[config.mk]
export PLATFORM = sky130hd
export DESIGN_NAME = audio_cen_sched
export DESIGN_NICKNAME = d
export VERILOG_FILES = /design/src/rtl/audio_cic_pkg.sv /design/src/rtl/audio_frac_tick.sv /design/src/rtl/audio_cen_sched.sv
export SDC_FILE = /design/constraint.sdc
export NUM_CORES = 1
export LEC_CHECK = 0
export ABC_AREA = 1
export BUFFER_PORTS_ARGS = -buffer_cell sky130_fd_sc_hd__buf_2
export CAP_MARGIN = 25
export CORE_UTILIZATION = 63
export CTS_CLUSTER_DIAMETER = 100
export DETAILED_ROUTE_END_ITERATION = 8
export PLACE_DENSITY_LB_ADDON = 0.12
export RECOVER_POWER = 25
export SLEW_MARGIN = 20
export SYNTH_ARGS = -nofsm -noshare
export SYNTH_HDL_FRONTEND = slang
export SYNTH_SLANG_ARGS = --single-unit
[constraint.sdc]
create_clock -name clk -period 3.9 [get_ports clk]
set_input_delay 0 -clock clk [delete_from_list [all_inputs] [get_ports clk]]
set_output_delay 0 -clock clk [all_outputs]
set_load 0.005 [all_outputs]
[src/rtl/audio_cic_pkg.sv]
// ---------------------------------------------------------------------------
// audio_cic_pkg
// Shared types and constants for the audio CIC clock-enable scheduler.
//   sched_state_t : burst scheduler states (IDLE, IN_BURST, OUT_BURST)
//   STATS_W       : width of the optional saturating drop counters
//   ch_width()    : channel index width for a given channel count (min 1)
// ---------------------------------------------------------------------------
package audio_cic_pkg;

    typedef enum logic [1:0] {
        IDLE      = 2'd0,
        IN_BURST  = 2'd1,
        OUT_BURST = 2'd2
    } sched_state_t;

    localparam int STATS_W = 16;

    // A single channel still needs a 1-bit index so ch_idx never collapses to zero width.
    function automatic int ch_width(input int n);
        return (n > 1) ? $clog2(n) : 1;
    endfunction

endpackage

[src/rtl/audio_frac_tick.sv]
// ---------------------------------------------------------------------------
// audio_frac_tick
// Fractional-N rate generator. It produces a one-cycle tick at an average rate
// of clk * num / den using a phase accumulator.
// Ports:
//   clk      in   master clock
//   reset_n  in   asynchronous active-low reset
//   enable   in   advance the accumulator (0 holds the phase)
//   cfg_load in   latch num/den and zero the accumulator
//   num      in   [ACCW-1:0] rate numerator
//   den      in   [ACCW-1:0] rate denominator
//   tick     out  combinational tick for the current cycle
// ---------------------------------------------------------------------------
module audio_frac_tick #(
    parameter int ACCW = 24
) (
    input  logic            clk,
    input  logic            reset_n,
    input  logic            enable,
    input  logic            cfg_load,
    input  logic [ACCW-1:0] num,
    input  logic [ACCW-1:0] den,
    output logic            tick
);

    logic [ACCW-1:0] num_r;
    logic [ACCW-1:0] den_r;
    logic [ACCW-1:0] acc;
    logic [ACCW-1:0] acc_next;
    logic [ACCW:0]   sum;
    logic            cfg_valid;
    logic            hit;

    // The sum carries one extra bit so that acc+num can never wrap below den.
    // A zero numerator or denominator means the generator is switched off.
    // When num>=den, the generator ticks every cycle and the phase is held at 0.
    always_comb begin
        sum       = {1'b0, acc} + {1'b0, num_r};
        cfg_valid = (num_r != '0) && (den_r != '0);
        hit       = cfg_valid && (sum >= {1'b0, den_r});
        tick      = enable && !cfg_load && hit;
        acc_next  = acc;
        if (enable && cfg_valid) begin
            if (num_r >= den_r) begin
                acc_next = '0;
            end else if (hit) begin
                acc_next = ACCW'(sum - {1'b0, den_r});
            end else begin
                acc_next = sum[ACCW-1:0];
            end
        end
    end

    // cfg_load takes precedence over accumulation, so the first tick can occur no earlier than the following cycle.
    always_ff @(posedge clk or negedge reset_n) begin
        if (!reset_n) begin
            num_r <= '0;
            den_r <= '0;
            acc   <= '0;
        end else if (cfg_load) begin
            num_r <= num;
            den_r <= den;
            acc   <= '0;
        end else begin
            acc   <= acc_next;
        end
    end

endmodule

[src/rtl/audio_cen_sched.sv]
// ---------------------------------------------------------------------------
// audio_cen_sched
// Clock-enable scheduler for the shared, time-multiplexed audio CIC datapath.
// Two fractional-N rate generators produce input-rate and output-rate ticks.
// Each tick is expanded into a burst of NCH one-cycle strobes, one strobe per
// channel slot. Output bursts take priority over input bursts.
// Optional feature macro: AUDIO_CEN_SCHED_STATS_EN. When it is defined, the
// module adds saturating drop counters.
// Ports:
//   clk, reset_n          master clock, asynchronous active-low reset
//   enable                run the rate accumulators
//   cfg_load              latch in_/out_ num/den and zero both accumulators
//   in_num/in_den         input-rate ratio  [ACCW-1:0]
//   out_num/out_den       output-rate ratio [ACCW-1:0]
//   ovf_clr               clear the sticky overflow flags (and the counters)
//   cen_in/cen_out        filter input/output strobes
//   ch_idx [CHW-1:0]      channel slot that owns the current strobe
//   burst_last            the strobe belongs to slot NCH-1
//   ovf_in/ovf_out        sticky flags set when a tick is dropped
//   drop_cnt_in/out       [STATS_W-1:0] saturating drop counts (STATS_EN only)
// ---------------------------------------------------------------------------
module audio_cen_sched
    import audio_cic_pkg::*;
#(
    parameter  int NCH  = 2,
    parameter  int ACCW = 24,
    localparam int CHW  = ch_width(NCH)
) (
    input  logic               clk,
    input  logic               reset_n,
    input  logic               enable,
    input  logic               cfg_load,
    input  logic [ACCW-1:0]    in_num,
    input  logic [ACCW-1:0]    in_den,
    input  logic [ACCW-1:0]    out_num,
    input  logic [ACCW-1:0]    out_den,
    input  logic               ovf_clr,
    output logic               cen_in,
    output logic               cen_out,
    output logic [CHW-1:0]     ch_idx,
    output logic               burst_last,
    output logic               ovf_in,
    output logic               ovf_out
`ifdef AUDIO_CEN_SCHED_STATS_EN
    ,
    output logic [STATS_W-1:0] drop_cnt_in,
    output logic [STATS_W-1:0] drop_cnt_out
`endif
);

    sched_state_t   state;
    sched_state_t   state_next;
    logic [CHW-1:0] slot;
    logic [CHW-1:0] slot_next;
    logic           tick_in;
    logic           tick_out;
    logic           pend_in;
    logic           pend_out;
    logic           take_in;
    logic           take_out;
    logic           drop_in;
    logic           drop_out;
    logic           last_slot;
    logic           free;

    audio_frac_tick #(.ACCW(ACCW)) u_in_rate (
        .clk      (clk),
        .reset_n  (reset_n),
        .enable   (enable),
        .cfg_load (cfg_load),
        .num      (in_num),
        .den      (in_den),
        .tick     (tick_in)
    );

    audio_frac_tick #(.ACCW(ACCW)) u_out_rate (
        .clk      (clk),
        .reset_n  (reset_n),
        .enable   (enable),
        .cfg_load (cfg_load),
        .num      (out_num),
        .den      (out_den),
        .tick     (tick_out)
    );

    always_ff @(posedge clk or negedge reset_n) begin
        if (!reset_n) begin
            state <= IDLE;
            slot  <= '0;
        end else begin
            state <= state_next;
            slot  <= slot_next;
        end
    end

    // The scheduler makes a decision when it is idle and again on the last slot of every burst.
    // A tick that arrives in this cycle can start a burst at once. This gives a
    // one-cycle latency from tick to strobe, and back-to-back bursts have no gap between them.
    always_comb begin
        state_next = state;
        slot_next  = slot;
        take_in    = 1'b0;
        take_out   = 1'b0;
        last_slot  = (slot == CHW'(NCH - 1));
        free       = (state == IDLE) || last_slot;
        if (free) begin
            slot_next = '0;
            if (pend_out || tick_out) begin
                state_next = OUT_BURST;
                take_out   = 1'b1;
            end else if (pend_in || tick_in) begin
                state_next = IN_BURST;
                take_in    = 1'b1;
            end else begin
                state_next = IDLE;
            end
        end else begin
            slot_next = slot + CHW'(1);
        end
        drop_in  = tick_in  && pend_in  && !take_in;
        drop_out = tick_out && pend_out && !take_out;
    end

    // A burst consumes the pending flag. If a tick arrives in the same cycle
    // as a burst that consumes an older pending tick, the new tick becomes the
    // next pending one. A drop that occurs in the same cycle as ovf_clr keeps the flag set.
    always_ff @(posedge clk or negedge reset_n) begin
        if (!reset_n) begin
            pend_in  <= 1'b0;
            pend_out <= 1'b0;
            ovf_in   <= 1'b0;
            ovf_out  <= 1'b0;
        end else begin
            pend_in  <= take_in  ? (pend_in  && tick_in)  : (pend_in  || tick_in);
            pend_out <= take_out ? (pend_out && tick_out) : (pend_out || tick_out);
            ovf_in   <= drop_in  || (ovf_in  && !ovf_clr);
            ovf_out  <= drop_out || (ovf_out && !ovf_clr);
        end
    end

`ifdef AUDIO_CEN_SCHED_STATS_EN
    // The counters saturate at all-ones. A drop that occurs together with ovf_clr restarts the count at 1.
    always_ff @(posedge clk or negedge reset_n) begin
        if (!reset_n) begin
            drop_cnt_in  <= '0;
            drop_cnt_out <= '0;
        end else begin
            if (drop_in) begin
                drop_cnt_in <= ovf_clr ? STATS_W'(1) :
                               ((&drop_cnt_in) ? drop_cnt_in : drop_cnt_in + STATS_W'(1));
            end else if (ovf_clr) begin
                drop_cnt_in <= '0;
            end
            if (drop_out) begin
                drop_cnt_out <= ovf_clr ? STATS_W'(1) :
                                ((&drop_cnt_out) ? drop_cnt_out : drop_cnt_out + STATS_W'(1));
            end else if (ovf_clr) begin
                drop_cnt_out <= '0;
            end
        end
    end
`endif

    assign cen_in     = (state == IN_BURST);
    assign cen_out    = (state == OUT_BURST);
    assign ch_idx     = slot;
    assign burst_last = (state != IDLE) && last_slot;

endmodule
Yosys cells after proc, flatten, opt, wreduce, memory -nomap -nowiden
Cells that the tools add are included.
- input port bits: 101
- memories: 0
- output and inout port bits: 6
- register bits after elaboration: 151
- latch bits: 0
- RAM bits: 0
- word-level logic and storage cells: 74
- ROM bits: 0
- $lt $le $gt $ge: 4
- div/mod/pow operators: 0
- multiplexer cells: 18
- $add $sub $neg: 5
- multiply operators: 0
- bitwise operators: 0
- shift operators: 0
- reduce and logical (&&, ||, !) cells: 33
- eq/ne operators: 2
- operator list (operator ; count):
    $mux W24 ; 8
    $reduce_bool A24 Y1 ; 4
    $add A24 B24 Y25 ; 2
    $ge A25 B24 Y1 ; 2
    $ge A24 B24 Y1 ; 2
    $sub A24 B24 Y24 ; 2
    $logic_and A1 B1 Y1 ; 16
    $mux W1 ; 9
    $reduce_bool A2 Y1 ; 3
    $logic_or A1 B1 Y1 ; 5
    $logic_not A1 Y1 ; 4
    $eq A2 B1 Y1 const B ; 1
    $eq A2 B2 Y1 const B ; 1
    $logic_not A2 Y1 ; 1
    $mux W2 ; 1
    $add A1 B1 Y1 const B ; 1

Logic depth before layout (Yosys ltp)
- depth after elaboration: 11
- depth in mapped cells: 28
- depth with buffers taken out: 27

Cells and area by module
A second synthesis with hierarchy kept.
- cell total of the unflattened synthesis: 2388
- area, all modules: 15060.7 um^2
- modules (own cells, without submodules) (module ; instances ; area each (um^2) ; seq. area each (um^2) ; cells each):
    audio_frac_tick at u_out_rate ; 1 ; 7382.1 ; 1801.7 ; 1176
    audio_frac_tick at u_in_rate ; 1 ; 7378.3 ; 1801.7 ; 1177
    audio_cen_sched ; 1 ; 300.3 ; 175.2 ; 35

Worst setup path before layout
OpenSTA, ideal clock, no wires.
- kind: register to register
- from: register u_out_rate.acc[0]
- to: register u_out_rate.acc[21]
- data required time: 3.782 ns
- path slack: 0.520 ns
- buffers on the path: 1
- library setup time: 0.118 ns
- stages on the path, launching flop included: 25
- arrival time: 3.262 ns
- period minus slack after synthesis: 3.380 ns
- cell sequence: dfrtp_1 -> ha_1 -> fa_1 -> nand3_2 -> nand2_2 -> nand3_1 -> nand2_1 -> a21boi_0 -> xor2_1 -> inv_1 -> ha_1 -> nand2_1 -> nor2_1 -> nand2_1 -> nor2_1 -> nand2_1 -> nand3_2 -> nand2_2 -> nand3_4 -> buf_2 -> nand3_1 -> nand2_1 -> nor2_1 -> nand3_1 -> nand2_1
- word-level cells in the longest chain between the ends: 7
- elaborated cells on any way between the ends: 8
- classes of those cells: 2 x add/sub; 1 x order compare; 4 x mux; 1 x reduce/logical
- ends and longest elaborated chain (element ; line ; text):
    from (decl) ; audio_frac_tick.sv:28 ; logic [ACCW-1:0] acc;
    from (signal assigned) ; audio_frac_tick.sv:65 ; acc <= acc_next;
    $add A24 B24 Y25 * ; audio_frac_tick.sv:38 ; sum = {1'b0, acc} + {1'b0, num_r};
    $ge A25 B24 Y1 ; audio_frac_tick.sv:40 ; hit = cfg_valid && (sum >= {1'b0, den_r});
    $logic_and A1 B1 Y1 ; audio_frac_tick.sv:40 ;
    $mux W24 * ; audio_frac_tick.sv:46 ; end else if (hit) begin
    $mux W24 * ; audio_frac_tick.sv:44 ; if (num_r >= den_r) begin
    $mux W24 * ; audio_frac_tick.sv:43 ; if (enable && cfg_valid) begin
    $mux W24 * ; audio_frac_tick.sv:60 ; end else if (cfg_load) begin
Every way passes the cells marked *; elsewhere a longest branch is shown, timed or not. The select of a mux whose other input is x is not followed.
A chain may end at the register's enable or synchronous reset.

Worst setup path after layout
- from: register u_in_rate.num_r[4]
- to: register u_in_rate.acc[3]
- word-level cells in the longest chain between the ends: 7
- elaborated cells on any way between the ends: 12
- classes of those cells: 1 x add/sub; 2 x order compare; 4 x mux; 5 x reduce/logical
- ends and longest elaborated chain (element ; line ; text):
    from (decl) ; audio_frac_tick.sv:26 ; logic [ACCW-1:0] num_r;
    from (signal assigned) ; audio_frac_tick.sv:61 ; num_r <= num;
    $add A24 B24 Y25 or $reduce_bool A24 Y1 (tied branches) ; audio_frac_tick.sv:38, audio_frac_tick.sv:39 ;
    $ge A25 B24 Y1 or $logic_and A1 B1 Y1 (tied branches) ; audio_frac_tick.sv:40, audio_frac_tick.sv:39 ;
    $logic_and A1 B1 Y1 ; audio_frac_tick.sv:40 ;
    $mux W24 ; audio_frac_tick.sv:46 ;
    $mux W24 ; audio_frac_tick.sv:44 ;
    $mux W24 ; audio_frac_tick.sv:43 ;
    $mux W24 ; audio_frac_tick.sv:60 ;
    to (signal assigned) ; audio_frac_tick.sv:65 ;
    to (decl) ; audio_frac_tick.sv:28 ;
Several ways; a longest one is shown, not always the timed one. The select of a mux whose other input is x is not followed.

==> results.yml <==
cts:
  path_clk_slew_ns: 0.07
  clock_latency_ns: 0.46
  numCtsBuffers: 17
  cts_buffer_depth: 2
  cts_tree: "yes"
  cts-htree-levels: 4
  clockRootBuffer: "clkbuf_16"
  cts_num_sinks: 151
grt:
  grt_pass1_wl_mm: 83.0
  grt_util_all_layers_pct: 45.8
  grt_pass1_vias: 16300
  grt_start_max_net_pins: 94
  globalRouteOverflowTotal: 0
  grt_antenna_before_repair: 2
finish:
  drive_above_1_share_pct: 17.8
  nNetsFinal: 2720
  area_delta_synth_final_pct: 26.9
detailed_routing:
  avgViaCountPerCell: 6.19
  detail-route-antenna-nets: 0
  firstDrtPassIters: 9
  route.vias.total: 17100
  wirelength_mm: 56.9
  drtIter0Drc: 2162
  drc: 0
  wl_per_cell_um: 20.6
power:
  seqPwrFrac_pct: 14.0
  power_density_mw_per_mm2: 888
  intPower_mw: 7.27
  p_clk_share_pct: 10.7
  vdd_drop_max_mv: 0.615
  p_leak_nw: 9.77
  power_mw: 16.2
  combPwrFrac_pct: 75.2
  p_sw_share_pct: 55.0
  p_sw_mw: 8.88
synth:
  synth.most_common_cell: "nand2_1"
  netlist_instances: 2231
  async_reset_ff_share_pct: 100
  yosysWarnings: 0
  ys_ff_latch: 151
  syn_avg_cell_area_sq_um: 6.42
  synth_top_area_share_pct: 26.4
  synth-seq-area-share_pct: 26.4
  synth_cell_types: 40
  synth_edf_count: 0
  ys.flop_type: "dfrtp_1"
  syn-num-nets: 2480
  synth_commonest_cells: "nand2_1, inv_1, dfrtp_1, ha_1, nor2_1"
  synth_top_cell_by_area: "dfrtp_1"
  netlist_area_sq_mm: 0.0143
  netlist_top_cells_area: "dfrtp_1, nand2_1, ha_1, inv_1, nand3_1"
die:
  rows: 54
  design.core.area_sq_mm: 0.0221
  die_x_um: 153
  start_util_pct: 64.9
  die_y_um: 153
  io_pins: 107
  dieArea_sq_mm: 0.0234
critical_path:
  cp.arrival_ns: 4.49
  r2r_setup_slack_ns: -0.21
  endpoint_kind: "register"
  path_max_fanout: 15
  start_kind: "register"
  critPathKind: "reg -> reg"
  ff2ff_path_depth: 23
  required_ns: 4.28
status:
  violations: "setup timing"
  status: "complete, but fails checks"
timing:
  finalSetupViolations: 27
  slew_viol_final: 0
  finalCritPeriodShare_pct: 105
  tns_ns: -3.68
  fmax_mhz: 243
  slew_headroom_pct: 33.5
  worst_pin_slew_ns: 0.996
  clock_skew_ns: 0.0155
  worst_slack_ns: -0.207
  hold_ws_ns: 0.112
  post-route-min-period_ns: 4.11
  hold_viol_final: 0
placed_design:
  dp_hpwl_mm: 37.7
  gp_congestion: 1.03
  place_ws_ns: -0.0159
  port_buffers: 106
min_path:
  worstHoldPathType: "in -> reg"
  holdPathStages: 4
job:
  max_cap_violations: 0
per-stage QoR:
step | area [sq um] | cells | utilization [%]
3_3_place_gp | 15400 | 2617 | 69.6
4_1_cts | 17000 | 2747 | 76.8
2_1_floorplan | 14300 | 2231 | -
6_report | 18200 | 2766 | 82.3
5_1_grt | 18200 | 2766 | 82.3
3_5_place_dp | 15400 | 2617 | 69.6
power groups by stage:
stage / registers [mW] / clock network, mW / logic, mW
2_1_floorplan: 2.07 / 0 / 7.40
3_3_place_gp: 2.16 / 0 / 9.89
3_5_place_dp: 2.17 / 0 / 10.1
4_1_cts: 2.15 / 1.70 / 10.2
5_1_grt: 2.27 / 1.76 / 13.2
6_report: 2.26 / 1.74 / 12.2
path summary, 6_finish.rpt:
kind / to / start
worst min register to register: u_out_rate.acc[23] / u_out_rate.acc[23]
worst min-delay path: u_in_rate.num_r[22] / cfg_load
worst max register to register: u_in_rate.acc[3] / u_in_rate.num_r[4]
max in group asynchronous: u_out_rate.num_r[16] / reset_n
min in group asynchronous: u_out_rate.den_r[15] / reset_n
worst max-delay path: u_in_rate.acc[3] / u_in_rate.num_r[4]
logic make-up (layout without fill, tap and decap cells):
| group | after synthesis | after routing | synth area share, % |
|---|---|---|---|
| buf+inv | 392 | 644 | 10.6 |
| xor+xnor | 56 | 56 | 3.42 |
| other cells | 0 | 2 | 0 |
| fa+ha+maj | 148 | 148 | 13.1 |
| compound gates | 264 | 264 | 9.84 |
| simple gates | 1220 | 1221 | 36.6 |
| flops | 151 | 151 | 26.4 |
worst max-delay path, cell delays in order (launching register included):
cell     delay, ns
dfrtp_1       0.49
ha_4          0.27
a21oi_2       0.44
nor2_1        0.15
o21ai_1       0.27
nand3_1       0.19
xnor2_2       0.23
inv_1         0.07
ha_1          0.36
nand2_1       0.18
nor2_4        0.18
nand2_1       0.07
nor2_1        0.08
nand2_1       0.09
nand3_2       0.10
a21oi_4       0.04
nand2_4       0.10
nand2_4       0.09
buf_12        0.18
nand2_1       0.07
nand2_1       0.07
inv_1         0.07
nand4_1       0.09
nand2_1       0.11
cells in the final DEF (no fill, tap or decap), types with 12 or more instances in the layout:
| cell | Yosys | routed |
|---|---|---|
| inv_2 | 14 | 15 |
| nor3_1 | 20 | 12 |
| nor2_1 | 138 | 114 |
| dfrtp_1 | 151 | 143 |
| nand2_1 | 775 | 755 |
| inv_1 | 328 | 327 |
| o21ai_0 | 118 | 105 |
| buf_4 | 0 | 59 |
| xor2_1 | 31 | 25 |
| a21oi_2 | 4 | 27 |
| ha_4 | 0 | 41 |
| nand2_2 | 27 | 43 |
| dlygate4sd3_1 | 0 | 98 |
| o21ai_1 | 5 | 14 |
| clkbuf_16 | 0 | 19 |
| nand3_1 | 126 | 122 |
| nand3b_1 | 12 | 12 |
| buf_2 | 10 | 104 |
| ha_1 | 144 | 88 |
| a21oi_1 | 113 | 87 |
| nand4_1 | 91 | 91 |
| ha_2 | 0 | 15 |
| xnor2_1 | 25 | 19 |
| nor2_2 | 4 | 24 |
routing by layer:
metal	GRT usage (%)	vias to the layer above	share of wire, %
li1	-	7626	-
met3	9.07	482	9.4
met1	46.9	7759	33
met4	43.3	0	12
met2	78.7	1250	46
met5	0	-	0
state kept, by name (all words and copies together), names as in the netlist:
signal / flops
pend_out: 1
pend_in: 1
u_in_rate.num_r: 24
u_out_rate.num_r: 24
u_in_rate.acc: 24
u_in_rate.den_r: 24
state: 2
u_out_rate.acc: 24
ovf_out: 1
ch_idx: 1
u_out_rate.den_r: 24
ovf_in: 1
what timing repair did:
item,in CTS,in global routing
hold buffers,98,0
gates cloned,0,4
resized for setup,4,219
setup buffers,0,13
setup endpoints to repair,18,54
endpoints found under the hold margin,189,0
pin swaps,2,21
final cells by class:
class                      count  area, sq um
inverter                     342         1280
clock inverter                14          140
antenna                        2         5.00
tap                          280          350
fill                        1454         3910
sequential                   151         3790
timing repair buffer         270         2090
clock buffer                  18          439
multi-input combinational   1689        10100
(Power assumes the default switching activity.)
